### src/rtl/skid_pipeline_pkg.sv
// Shared definitions for the elastic skid-buffer pipeline.
// Holds the per-slice state encoding and the occupancy width helper.
package skid_pipeline_pkg;

    typedef enum logic [1:0] {EMPTY, BUSY, FULL} skid_state_t;

    function automatic int occ_width(input int stages);
        return $clog2(2 * stages + 1);
    endfunction

endpackage

### src/rtl/skid_slice.sv
// One registered pipeline slice: a 2-entry skid buffer with a registered ready.
// Output data is always the main register; the skid register catches the word in flight.
module skid_slice
    import skid_pipeline_pkg::*;
#(
    parameter int WIDTH = 8
) (
    input  logic             clk,
    input  logic             rst,
    input  logic             in_valid,
    output logic             in_ready,
    input  logic [WIDTH-1:0] in_data,
    output logic             out_valid,
    input  logic             out_ready,
    output logic [WIDTH-1:0] out_data
);

    skid_state_t      state, state_nxt;
    logic [WIDTH-1:0] main_q, skid_q;
    logic             ready_q;
    logic             acc, drn;
    logic             load_main_in, load_main_skid, load_skid;

    assign acc = in_valid && ready_q;
    assign drn = out_valid && out_ready;

    always_comb begin
        state_nxt      = state;
        load_main_in   = 1'b0;
        load_main_skid = 1'b0;
        load_skid      = 1'b0;
        case (state)
            EMPTY: begin
                if (acc) begin
                    state_nxt    = BUSY;
                    load_main_in = 1'b1;
                end
            end
            BUSY: begin
                case ({acc, drn})
                    2'b10: begin
                        state_nxt = FULL;
                        load_skid = 1'b1;
                    end
                    2'b01: state_nxt = EMPTY;
                    // Replace main on the same edge it drains: no bubble.
                    2'b11: load_main_in = 1'b1;
                    default: ;
                endcase
            end
            FULL: begin
                if (drn) begin
                    state_nxt      = BUSY;
                    load_main_skid = 1'b1;
                end
            end
            default: state_nxt = EMPTY;
        endcase
    end

    // Ready is a flop fed from the next state so it never sees out_ready combinationally.
    always_ff @(posedge clk or posedge rst) begin
        if (rst) begin
            state   <= EMPTY;
            ready_q <= 1'b1;
        end else begin
            state   <= state_nxt;
            ready_q <= (state_nxt != FULL);
        end
    end

    always_ff @(posedge clk or posedge rst) begin
        if (rst) begin
            main_q <= '0;
            skid_q <= '0;
        end else begin
            if (load_main_in)
                main_q <= in_data;
            else if (load_main_skid)
                main_q <= skid_q;
            if (load_skid)
                skid_q <= in_data;
        end
    end

    assign in_ready  = ready_q;
    assign out_valid = (state != EMPTY);
    assign out_data  = main_q;

endmodule

### src/rtl/skid_pipeline.sv
// Elastic pipeline of STAGES skid slices with valid/ready flow control.
// Occupancy is tracked by its own up/down counter at the boundary transfers.
module skid_pipeline
    import skid_pipeline_pkg::*;
#(
    parameter int WIDTH  = 8,
    parameter int STAGES = 2
) (
    input  logic                           clk,
    input  logic                           rst,
    input  logic                           in_valid,
    output logic                           in_ready,
    input  logic [WIDTH-1:0]               in_data,
    output logic                           out_valid,
    input  logic                           out_ready,
    output logic [WIDTH-1:0]               out_data,
    output logic [occ_width(STAGES)-1:0]   occupancy
);

    localparam int OW = occ_width(STAGES);

    logic [STAGES:0]            v, r;
    logic [STAGES:0][WIDTH-1:0] d;
    logic                       in_xfer, out_xfer;

    assign v[0]      = in_valid;
    assign d[0]      = in_data;
    assign in_ready  = r[0];
    assign r[STAGES] = out_ready;
    assign out_valid = v[STAGES];
    assign out_data  = d[STAGES];

    for (genvar k = 0; k < STAGES; k++) begin : g_slice
        skid_slice #(.WIDTH(WIDTH)) u_slice (
            .clk       (clk),
            .rst       (rst),
            .in_valid  (v[k]),
            .in_ready  (r[k]),
            .in_data   (d[k]),
            .out_valid (v[k+1]),
            .out_ready (r[k+1]),
            .out_data  (d[k+1])
        );
    end

    assign in_xfer  = in_valid && in_ready;
    assign out_xfer = out_valid && out_ready;

    always_ff @(posedge clk or posedge rst) begin
        if (rst)
            occupancy <= '0;
        else begin
            case ({in_xfer, out_xfer})
                2'b10:   occupancy <= occupancy + OW'(1);
                2'b01:   occupancy <= occupancy - OW'(1);
                default: ;
            endcase
        end
    end

endmodule

### config.mk
export PLATFORM = sky130hd
export DESIGN_NAME = skid_pipeline
export DESIGN_NICKNAME = d
export VERILOG_FILES = /design/src/rtl/skid_pipeline_pkg.sv /design/src/rtl/skid_slice.sv /design/src/rtl/skid_pipeline.sv
export SDC_FILE = /design/constraint.sdc
export NUM_CORES = 1
export LEC_CHECK = 0
export BUFFER_PORTS_ARGS = -buffer_cell sky130_fd_sc_hd__buf_2
export CAP_MARGIN = 0
export CELL_PAD_IN_SITES_DETAIL_PLACEMENT = 1
export CELL_PAD_IN_SITES_GLOBAL_PLACEMENT = 1
export CORE_UTILIZATION = 47
export DETAILED_ROUTE_END_ITERATION = 12
export PLACE_DENSITY = 0.85
export RECOVER_POWER = 50
export SETUP_SLACK_MARGIN = 0.3
export SLEW_MARGIN = 30
export SYNTH_ARGS = -nofsm -noshare
export SYNTH_HDL_FRONTEND = slang
export SYNTH_HIERARCHICAL = 1
export SYNTH_SLANG_ARGS = --single-unit
### constraint.sdc
create_clock -name clk -period 2.5 [get_ports clk]
set_clock_uncertainty 0.05 [all_clocks]
set_input_delay 0.25 -clock clk [delete_from_list [all_inputs] [get_ports clk]]
set_output_delay 0.25 -clock clk [all_outputs]
set_load 0.005 [all_outputs]
==> flow_summary.ini, run 1 <==
[final_layout]
n_fill_cell = 370
drive_gt1_share_pct = 56.02
n_antenna_cell = 0
fin_area_sq_um = 2205
synthToLayoutAreaGrowth_pct = 15.01
fin_nets = 179

[sta]
setup_viol_count_final = 0
fin_crit_sh_pct = 82.95
finalCriticalPeriod_ns = 2.074
setup_tns_ns = 0
tightest_slew_ns = 0.7628
rsz0062_at_grt = false
max_freq_mhz = 482.2
slew_violations = 0
slew_headroom_pct = 49.09
hold_violations = 0

[synthesis]
syn-instance-count = 131
synthArstFlopShare_pct = 100.0
syn_area_per_cell_sq_um = 14.63
synth.net_count = 145
yosysSeqAreaShare_pct = 53.66
synth_area_leaders = dfrtp_1, mux2_2, dfstp_2
yosys.area.top_type = dfrtp_1
synth_ff_type = dfrtp_1
yosysTopAreaCellShare_pct = 50.91
ys_ff_latch = 41
ys_types = 21
syn_area_sq_um = 1917
yosys_warnings = 6
synth_edf_count = 0

[floorplanning]
die-width_um = 65.86
core_sq_um = 3799
rows = 22
chipHeight_um = 65.86
die_area_sq_um = 4338
io_pins = 25
start_util_pct = 50.46

[detailed_routing]
num_vias = 1130
drt-vias-per-instance = 5.280
first_iter_violations = 23
first_pass_iters = 3
drc = 0
antenna_left = 0
wl_per_cell_um = 16.97
wirelength_um = 3632

[worst_setup_path]
cp.required_ns = 2.66
critPathLaunchType = flop
crit_slowest_cell = dfrtp_2
worstPathMaxFanout = 4
reg2reg_from = g_slice[1].u_slice/state[0]
cpLargestDelayFamily = simple AND/OR/NAND/NOR gates
crit_path_max_incr_delay_ns = 0.43
endpoint_kind = flop
reg2regPathDepth = 7
crit_chain = or2_2 -> and2_1 -> ha_1 -> fa_2 -> xnor2_1 -> nor2_1 -> xor2_1
rrSetupSlack_ns = 0.43
path_buf_inv = 0
worstSetupPathType = flop to flop
worstPathArrival_ns = 2.23
reg2reg_to = occupancy[2]

[clock_tree]
cts_tree = done
cts-htree-levels = 2
cts_buffer_depth = 2
cts_buffers = 5
worstSkewPairLatency_ns = 0.29
clockRootBuffer = clkbuf_8
cts_sinks = 41
path_clk_slew_ns = 0.08

[global_route]
grt_overflow = 0
antenna_found_initial = 0
grt_usage_pct = 18.85
grt_pass1_vias = 1189
grt_max_degree = 20
grt_pass1_wl_um = 5961

[place]
port_buffers = 24
postPlaceCellArea_sq_um = 2087
gp_congestion = 0.6625
place_hpwl_um = 2669

[power]
pwr_density_cell_nw_per_um2 = 1294
power_leakage_nw = 1.000
ir_drop_mv = 0.6172

[hold_path]
whs_path_depth = 2
hp-start = in_data[4]
min_to = g_slice[0].u_slice/skid_q[4]
hold_path_class = primary input to flop

[status]
status = finished clean

[flow_run]
cap_violations = 0
==> cell usage in the layout (no fill, tap or decap), types with 2 or more instances in the layout <==
master / synthesis / final
clkbuf_1: 0 / 9
a21oi_1: 2 / 2
xnor2_1: 2 / 2
dfrtp_1: 39 / 37
or2_2: 4 / 4
clkinv_2: 0 / 2
dfstp_1: 0 / 2
nand2_2: 2 / 2
clkbuf_8: 0 / 5
buf_2: 2 / 16
mux2_2: 51 / 51
dfrtp_2: 0 / 2
and3b_1: 2 / 2
mux2i_1: 2 / 2
nand2b_4: 2 / 2
nor3_4: 2 / 2
inv_1: 5 / 5
nor2_1: 3 / 3
o22ai_1: 2 / 2
nand3b_4: 2 / 2
buf_4: 0 / 4
nand2_1: 3 / 3
==> timing repair <==
action | 4_1_cts | 5_1_grt
setup endpoints to repair | 0 | 1
resized for setup | 0 | 3
endpoints found under the hold margin | 3 | 0
setup buffers | 0 | 4
hold buffers | 1 | 0
==> area by class of cell <==
type | count | area [sq um] | share of cell area (%)
multi-input cells | 83 | 862.1 | 39.10
inverters | 5 | 18.77 | 0.8513
well taps | 48 | 60.06 | 2.724
clock buffers | 6 | 72.57 | 3.292
flip-flops and latches | 41 | 1031 | 46.77
repair buffers | 29 | 150.1 | 6.810
clock inverters | 2 | 10.01 | 0.4540
==> worst max path at each step <==
stage,start,to,slack (ns),depth (start not counted)
finish,g_slice[1].u_slice/state[0],occupancy[2],0.43,7
global route,g_slice[1].u_slice/state[0],occupancy[2],0.34,7
CTS,g_slice[1].u_slice/state[1],occupancy[2],0.32,7
detailed placement,g_slice[1].u_slice/state[1],occupancy[2],0.34,7
global placement,g_slice[1].u_slice/state[1],occupancy[2],0.46,7
floorplan,g_slice[1].u_slice/state[1],occupancy[2],0.46,8
==> flip-flops by register name (all words and copies together) (netlist names) <==
register                  cells
g_slice.u_slice/in_ready      2
g_slice.u_slice/skid_q       16
g_slice.u_slice/out_data     16
g_slice.u_slice/state         4
occupancy                     3
==> per-stage QoR <==
stage	cells	utilization, %	hold slack [ns]	setup slack, ns	power, mW
after detailed placement	201	54.94	0.08921	0.3444	2.428
after global placement	201	54.94	0.08485	0.4590	2.297
after CTS	210	57.38	0.1456	0.3176	2.844
final	214	58.04	0.1534	0.4262	2.853
after floorplan	131	-	-0.04636	0.4626	2.082
after global routing	214	58.04	0.1472	0.3401	3.049
==> routing by layer <==
metal | up-vias | GRT usage [%] | share of wire (%)
met5 | - | 0 | 0
met4 | 0 | 3.261 | 0
met3 | 0 | 5.690 | 2.8
met2 | 17 | 31.89 | 52
met1 | 582 | 23.91 | 45
li1 | 531 | - | -
==> Yosys cell counts, types with 2 or more instances <==
| cell type | n |
|---|---|
| and3b_1 | 2 |
| mux2_2 | 51 |
| nand3b_4 | 2 |
| nand2_1 | 3 |
| buf_2 | 2 |
| nor3_4 | 2 |
| a21oi_1 | 2 |
| dfstp_2 | 2 |
| mux2i_1 | 2 |
| o22ai_1 | 2 |
| xnor2_1 | 2 |
| or2_2 | 4 |
| nor2_1 | 3 |
| nand2_2 | 2 |
| nand2b_4 | 2 |
| dfrtp_1 | 39 |
| inv_1 | 5 |
==> cells by family (layout without fill, tap and decap cells) <==
family | Yosys count | after routing | synth area share (%)
AOI/OAI and AO/OA | 4 | 4 | 1.175
xor gates and xnor gates | 3 | 3 | 1.371
adders and majority gates | 2 | 2 | 1.697
buffers and inverters | 7 | 42 | 1.501
DFF | 41 | 41 | 53.66
muxes | 53 | 53 | 31.01
and+or+nand+nor | 21 | 21 | 9.595
==> report_power, final <==
part           total, mW  switching [mW]  internal (mW)  leakage (nW)
logic               1.18           0.466          0.717         0.473
registers           1.26           0.252           1.01         0.482
clock network      0.411           0.217          0.193        0.0450
No activity file was read; power rests on OpenSTA's default activity.
==> inputs of run 2 (changes only) <==
Settings changed: CORE_UTILIZATION 47 to 42, PLACE_DENSITY 0.85 to 0.81.
Clock period 2.5 ns to 1.7 ns, I/O delays scaled along.
==> flow_summary.ini, run 2 (synthesis results as in run 1) <==
[status]
status = finished with violations
violations = negative setup slack

[final_layout]
final_common_cell = mux2_4
drive_gt1_share_pct = 71.28
synthToLayoutAreaGrowth_pct = 44.78
fin_util_pct = 63.30
fin_area_sq_um = 2775
mostFrequentLayoutCells = mux2_4, dfrtp_1, buf_2
fin_nets = 201
n_antenna_cell = 0
stdcell_count = 240

[floorplanning]
chipHeight_um = 69.56
io_pins = 25
die_area_sq_um = 4838
core_sq_um = 4384
die-width_um = 69.56
rows = 24
start_util_pct = 43.72

[hold_path]
hold_path_class = primary input to flop

[detailed_routing]
met1_length_um = 2063
wl_met2_um = 2584
wl_met3_um = 121
drc = 0
first_iter_violations = 56
wirelength_um = 4898
antenna_left = 0
wl_per_cell_um = 20.41
first_pass_iters = 4
drt-vias-per-instance = 5.146
num_vias = 1235
top_layer_used = met4

[place]
port_buffers = 24
post-place-cells = 214
place_hpwl_um = 2970
gp_congestion = 0.6965
postPlaceCellArea_sq_um = 2292

[power]
finalPower_mw = 5.826
ir_drop_mv = 0.8272
pwr_density_cell_nw_per_um2 = 2099
power_leakage_nw = 1.381

[clock_tree]
clockRootBuffer = clkbuf_8
cts-htree-levels = 2
cts_buffer_depth = 2
path_clk_slew_ns = 0.08
worstSkewPairLatency_ns = 0.29
cts_tree = done
cts_buffers = 5
cts_sinks = 41

[sta]
layout_setup_ws_ns = -0.1900
slew_headroom_pct = 49.78
fin_crit_sh_pct = 111.2
finalCriticalPeriod_ns = 1.890
tightest_slew_ns = 0.7524
max_freq_mhz = 529.1
setup_viol_count_final = 10
setup_tns_ns = -0.8850
rsz0062_at_grt = true
slew_violations = 0
hold_violations = 0

[worst_setup_path]
worstPathMaxFanout = 2
cp.required_ns = 1.87
endpoint_kind = flop
worstSetupPathType = flop to flop
worstPathArrival_ns = 2.06
critPathLaunchType = flop

[global_route]
grt_pass1_wl_um = 7755
grt_pass1_vias = 1413
grt_overflow = 0
antenna_found_initial = 0
grt_max_degree = 20
grt_usage_pct = 21.62

[flow_run]
cap_violations = 0
-- run 2: changes by cell type in the layout (fill, tap and decap cells not counted), moves of 4 or more --
cell,before,now
clkbuf_1,9,4
or2_4,0,4
buf_4,4,14
or2_2,4,0
mux2_4,0,50
mux2_2,51,1
buf_6,0,11
buf_2,16,20
-- run 2: layout make-up --
type	count	area (sq um)
timing repair buffer	51	374.1
inverter	5	18.77
multi-input combinational	83	1169
sequential	41	1028
tap	52	65.06
fill	405	1609
clock inverter	2	37.54
clock buffer	6	82.58
-- run 2: final timing paths --
check | from | endpoint | slack, ns | cells after the start
worst min-delay path | in_data[0] | g_slice[0].u_slice/out_data[0] | 0.07 | 2
min in group asynchronous | rst | occupancy[0] | 0.29 | 3
worst max-delay path | g_slice[1].u_slice/state[0] | occupancy[2] | -0.19 | 7
worst min register to register | occupancy[2] | occupancy[2] | 0.43 | 1
max in group asynchronous | rst | g_slice[0].u_slice/out_data[4] | 0.56 | 3
worst max register to register | g_slice[1].u_slice/state[0] | occupancy[2] | -0.19 | 7
-- run 2: critical path: stages (launching register included) --
cell and delay [ns]:
dfrtp_1 0.39, or2_4 0.26, and2_4 0.15, ha_4 0.15
fa_2 0.35, xnor2_2 0.16, nor2_2 0.15, xor2_1 0.16
-- run 2: per-layer routing --
metal	vias to the layer above	track usage (%)
li1	568	-
met1	633	26.20
met2	23	37.11
met3	11	4.942
met4	0	8.617
met5	-	0
-- run 2: through the flow --
step / hold slack [ns] / setup WS (ns)
global route: 0.06983 / -0.2579
floorplan: -0.1264 / -0.1688
CTS: 0.06042 / -0.1198
detailed placement: 0.01464 / -0.1802
global placement: 0.006079 / -0.06799
finish: 0.07217 / -0.1900
-- run 2: what timing repair did --
item,in CTS,in global routing
hold endpoints to repair,39,0
gates resized for setup,43,13
hold buffers,1,0
pin swaps,9,4
endpoints found under the setup margin,37,39
buffers inserted,9,8
-- run 2: where the power goes --
part | total, mW | switching [mW] | internal [mW]
sequential | 1.86 | 0.376 | 1.48
combinational | 3.14 | 1.15 | 1.99
clock | 0.827 | 0.350 | 0.478
